--- src/rtl/if_id_stage.sv ---
// Fetch front end: program counter, instruction-memory address and the IF/ID latch.
// Optional performance counters are enabled with `define IF_ID_PERF_CNT_EN.
module if_id_stage #(
    parameter logic [31:0] RESET_PC  = 32'h0000_0000,
    parameter logic [31:0] NOP_INSTR = 32'h0000_0013
) (
    input  logic        clk,
    input  logic        rst,
    output logic [31:0] imem_addr,
    input  logic [31:0] imem_rdata,
    input  logic        stall,
    input  logic        redirect,
    input  logic [31:0] redirect_pc,
    output logic [31:0] pc_out,
    output logic [31:0] instruction_out,
    output logic        valid_out,
    output logic [31:0] stall_cnt,
    output logic [31:0] redirect_cnt
);

    logic [31:0] pc_q, pc_d;
    logic [31:0] pc_out_q, pc_out_d;
    logic [31:0] instr_q, instr_d;
    logic        valid_q, valid_d;

    // Redirect outranks stall so a taken branch is never lost behind a hazard.
    always_comb begin
        pc_d     = pc_q;
        pc_out_d = pc_out_q;
        instr_d  = instr_q;
        valid_d  = valid_q;
        if (redirect) begin
            pc_d     = {redirect_pc[31:2], 2'b00};
            pc_out_d = 32'h0000_0000;
            instr_d  = NOP_INSTR;
            valid_d  = 1'b0;
        end else if (!stall) begin
            pc_d     = pc_q + 32'd4;
            pc_out_d = pc_q;
            instr_d  = imem_rdata;
            valid_d  = 1'b1;
        end
    end

    always_ff @(posedge clk or posedge rst) begin
        if (rst) begin
            pc_q     <= RESET_PC;
            pc_out_q <= 32'h0000_0000;
            instr_q  <= NOP_INSTR;
            valid_q  <= 1'b0;
        end else begin
            pc_q     <= pc_d;
            pc_out_q <= pc_out_d;
            instr_q  <= instr_d;
            valid_q  <= valid_d;
        end
    end

    assign imem_addr       = pc_q;
    assign pc_out          = pc_out_q;
    assign instruction_out = instr_q;
    assign valid_out       = valid_q;

`ifdef IF_ID_PERF_CNT_EN
    logic [31:0] stall_cnt_q, stall_cnt_d;
    logic [31:0] redirect_cnt_q, redirect_cnt_d;

    // Both counters saturate rather than wrap.
    always_comb begin
        stall_cnt_d    = stall_cnt_q;
        redirect_cnt_d = redirect_cnt_q;
        if (redirect && (redirect_cnt_q != 32'hFFFF_FFFF)) begin
            redirect_cnt_d = redirect_cnt_q + 32'd1;
        end
        if (stall && !redirect && (stall_cnt_q != 32'hFFFF_FFFF)) begin
            stall_cnt_d = stall_cnt_q + 32'd1;
        end
    end

    always_ff @(posedge clk or posedge rst) begin
        if (rst) begin
            stall_cnt_q    <= 32'h0000_0000;
            redirect_cnt_q <= 32'h0000_0000;
        end else begin
            stall_cnt_q    <= stall_cnt_d;
            redirect_cnt_q <= redirect_cnt_d;
        end
    end

    assign stall_cnt    = stall_cnt_q;
    assign redirect_cnt = redirect_cnt_q;
`else
    assign stall_cnt    = 32'h0000_0000;
    assign redirect_cnt = 32'h0000_0000;
`endif

endmodule

--- config.mk ---
export PLATFORM = sky130hd
export DESIGN_NAME = if_id_stage
export DESIGN_NICKNAME = d
export VERILOG_FILES = /design/src/rtl/if_id_stage.sv
export SDC_FILE = /design/constraint.sdc
export NUM_CORES = 1
export LEC_CHECK = 0
export CAP_MARGIN = 20
export CORE_ASPECT_RATIO = 0.9
export CORE_UTILIZATION = 37
export CTS_CLUSTER_SIZE = 24
export DETAILED_ROUTE_END_ITERATION = 10
export PLACE_DENSITY = 0.76
export SETUP_SLACK_MARGIN = 0.15
export SYNTH_ARGS = -nofsm -noshare
export SYNTH_HDL_FRONTEND = slang
export SYNTH_SLANG_ARGS = --single-unit
--- constraint.sdc ---
create_clock -name clk -period 2.9 [get_ports clk]
set_clock_uncertainty 0.05 [all_clocks]
set_input_delay 0.58 -clock clk [delete_from_list [all_inputs] [get_ports clk]]
set_output_delay 0.58 -clock clk [all_outputs]
set_load 0.02 [all_outputs]
==> flow_metrics.py <==
metrics = {
    "outcome": {
        "status": "finished, final reports clean",
    },
    "synthesis": {
        "synth_compound_area_share_pct": 6.13,
        "synth_top_family_by_area": "simple AND/OR/NAND/NOR gates",
        "synth_xor_area_share_pct": 1.99,
        "synthAdderAreaFrac_pct": 0.258,
        "yosys.area_share.simple_pct": 16.6,
        "synth_edf_count": 0,
        "async_reset_ff_share_pct": 100,
        "synth-seq-cells": 94,
        "yosysWarnings": 0,
        "yosys_most_used_dff": "dfrtp_1",
        "syn_inst": 476,
        "ys_types": 42,
        "synth_area_sq_mm": 0.00484,
        "synthMuxAreaShare_pct": 12.8,
        "synth_seq_area_share_pct": 48.7,
        "synth_area_per_cell_sq_um": 10.2,
    },
    "global_routing": {
        "grt_pass1_wl_um": 18400,
        "met2_usage_pct": 28.9,
        "grt_use_met3_pct": 5.94,
        "grt.total_usage_pct": 17.4,
        "grt_use_met1_pct": 21.2,
        "first_global_vias": 3725,
        "grt-busiest-layer": "met2",
        "overflow": 0,
        "grt_start_max_net_pins": 95,
        "antenna_found_initial": 0,
    },
    "cts": {
        "cts_made_buffers": 9,
        "clk_pin_slew_ns": 0.07,
        "cts_resized": 0,
        "holdBufCountCts": 0,
        "clock_tree.htree_level_count": 3,
        "insertion_delay_ns": 0.34,
        "post_cts_buffers": 0,
        "cts_tree": "built",
        "cts_root_buffer": "clkbuf_16",
        "clkSinkCount": 94,
        "clk_path_buf_depth": 2,
    },
    "cells_and_area": {
        "ff_latch_area_sq_mm": 0.00236,
        "final_net_count": 690,
        "mostFrequentLayoutCells": "158 x clkdlybuf4s50_1, 91 x dfrtp_1, 71 x nor2_1",
        "fillers": 1105,
        "fin_area_sq_mm": 0.00665,
        "diodes": 0,
        "multi_input_area_sq_mm": 0.00208,
        "drive_gt1_share_pct": 5.11,
        "syn_to_final_growth_pct": 37.4,
        "mostFrequentLayoutCell": "clkdlybuf4s50_1",
    },
    "die": {
        "rows": 39,
        "die_area_sq_mm": 0.0135,
        "ios": 229,
        "die_height_um": 111,
        "design.core.area_sq_mm": 0.0127,
        "die_x_um": 123,
        "initial_core_util_pct": 38.0,
    },
    "detailed_routing": {
        "ant_nets": 0,
        "drc_errors": 0,
        "wl_per_cell_um": 14.6,
        "first_iter_violations": 186,
        "viasPerCell": 4.75,
        "routed_wl_um": 11500,
        "via_count": 3755,
        "dr.pass1.iters": 4,
    },
    "sta": {
        "setup_violations": 0,
        "fmax_ghz": 0.443,
        "setup_tns_ns": 0,
        "grt_setup_unrepaired": "no",
        "min_period_ns": 2.26,
        "final_max_slew_viol_count": 0,
        "fin_crit_sh_pct": 77.9,
        "worst_pin_slew_ns": 0.873,
        "finalHoldViolations": 0,
        "relSlewSlack_pct": 41.8,
    },
    "worst_setup_path": {
        "critical_path.max_fanout": 10,
        "crit_chain": "clkdlybuf4s50_1",
        "critPathTopFamily": "buffers and inverters",
        "crit_required_ns": 2.27,
        "r2r-end": "imem_addr[28]",
        "cpPeakStageDelay_ns": 0.70,
        "path_class": "reg -> out",
        "r2r_setup_slack_ns": 0.67,
        "critPathCaptureType": "primary output",
        "r2r.worst_path.cells": 4,
        "cp_num_buf_inv": 1,
        "critPathSlowestCell": "clkdlybuf4s50_1",
        "worstPathArrival_ns": 1.63,
        "timing.rr.start": "imem_addr[9]",
        "start_kind": "flop",
    },
    "pwr": {
        "p_per_area_mw_per_mm2": 543,
        "worst_ir_drop_vdd_mv": 0.503,
        "p_total_uw": 3610,
        "leakage_uw": 0.00301,
    },
    "place": {
        "place_hpwl_um": 8010,
        "portBuffers": 160,
        "gp_congestion": 0.751,
        "dpl_cell_area_sq_mm": 0.00630,
    },
    "worst_hold_path": {
        "hold_path_class": "reg -> reg",
        "hold_end": "pc_out[12]",
        "holdCritStartpoint": "pc_out[12]",
        "hold_depth": 2,
    },
    "run": {
        "maxCapViolations": 0,
    },
}
## power breakdown
| group | switching (uW) | total [uW] | internal [uW] |
|---|---|---|---|
| registers | 101 | 1510 | 1410 |
| clock network | 489 | 1360 | 868 |
| logic | 408 | 745 | 337 |
| total | 998 | 3610 | 2610 |
## area by class of cell
class                      instances  share of cell area [%]
clock buffer                      11                    3.65
multi-input combinational        347                    31.3
sequential                        94                    35.4
inverter                           5                   0.339
clock inverter                     5                    1.60
tap                              164                    3.09
timing repair buffer             164                    24.6
## stage by stage
stage | util [%] | cells | worst slack [ns] | hold slack [ns]
5_1_grt | 52.2 | 790 | 0.522 | 0.497
3_3_place_gp | 49.5 | 774 | 0.584 | 0.453
3_5_place_dp | 49.5 | 774 | 0.548 | 0.462
4_1_cts | 52.2 | 790 | 0.628 | 0.476
2_1_floorplan | - | 541 | 0.938 | 0.527
6_report | 52.2 | 790 | 0.642 | 0.470
## synth_stat cells, types with 3 or more instances
library cell | n | area share (%)
mux2i_1 | 62 | 13
buf_4 | 67 | 10
nand2_1 | 33 | 2.6
dfrtp_1 | 91 | 47
a31oi_1 | 10 | 1.3
dfstp_2 | 3 | 1.6
nand3_1 | 12 | 1.2
o31ai_1 | 8 | 1.2
or4_1 | 13 | 2.0
o211ai_1 | 6 | 0.93
buf_2 | 9 | 0.93
xor2_1 | 10 | 1.8
inv_1 | 5 | 0.39
and4_1 | 3 | 0.54
nor2b_1 | 3 | 0.39
buf_1 | 5 | 0.39
nor2_1 | 71 | 5.5
nand4_1 | 8 | 1.0
and3_1 | 7 | 0.90
o21ai_0 | 13 | 1.3
clkbuf_1 | 12 | 0.93
## sequential cells by signal (all words and copies together) (netlist names)
signal and count:
imem_addr 30, instruction_out 32, pc_out 31, valid_out 1
## metal layers
metal  up-vias  routed length [um]
met1      1798                5020
met5         -                   0
met3        10                 961
met2       147                5410
li1       1800                   -
met4         0                 117
## worst min-delay path, cell delays in order, from the launching register on
cell	delay (ns)
dfrtp_1	0.34
mux2i_1	0.07
nor2_1	0.07
## worst max-delay path by stage
stage            startpoint            end  slack (ns)  depth (start not counted)
2_1_floorplan  imem_addr[2]  imem_addr[28]        0.94                          6
3_3_place_gp          stall  imem_addr[28]        0.58                          5
3_5_place_dp          stall  imem_addr[28]        0.55                          5
4_1_cts        imem_addr[8]   imem_addr[8]        0.63                          1
5_1_grt        imem_addr[2]  imem_addr[28]        0.52                          5
6_report       imem_addr[8]   imem_addr[8]        0.64                          1
## cells by family after synthesis
group,after synthesis
AND/OR/NAND/NOR,162
flip-flops,94
other,1
adder cells (fa/ha/maj),1
AO/OA/AOI/OAI,45
buffers and inverters,100
XOR/XNOR,11
multiplexers,62
(Power assumes the default switching activity.)
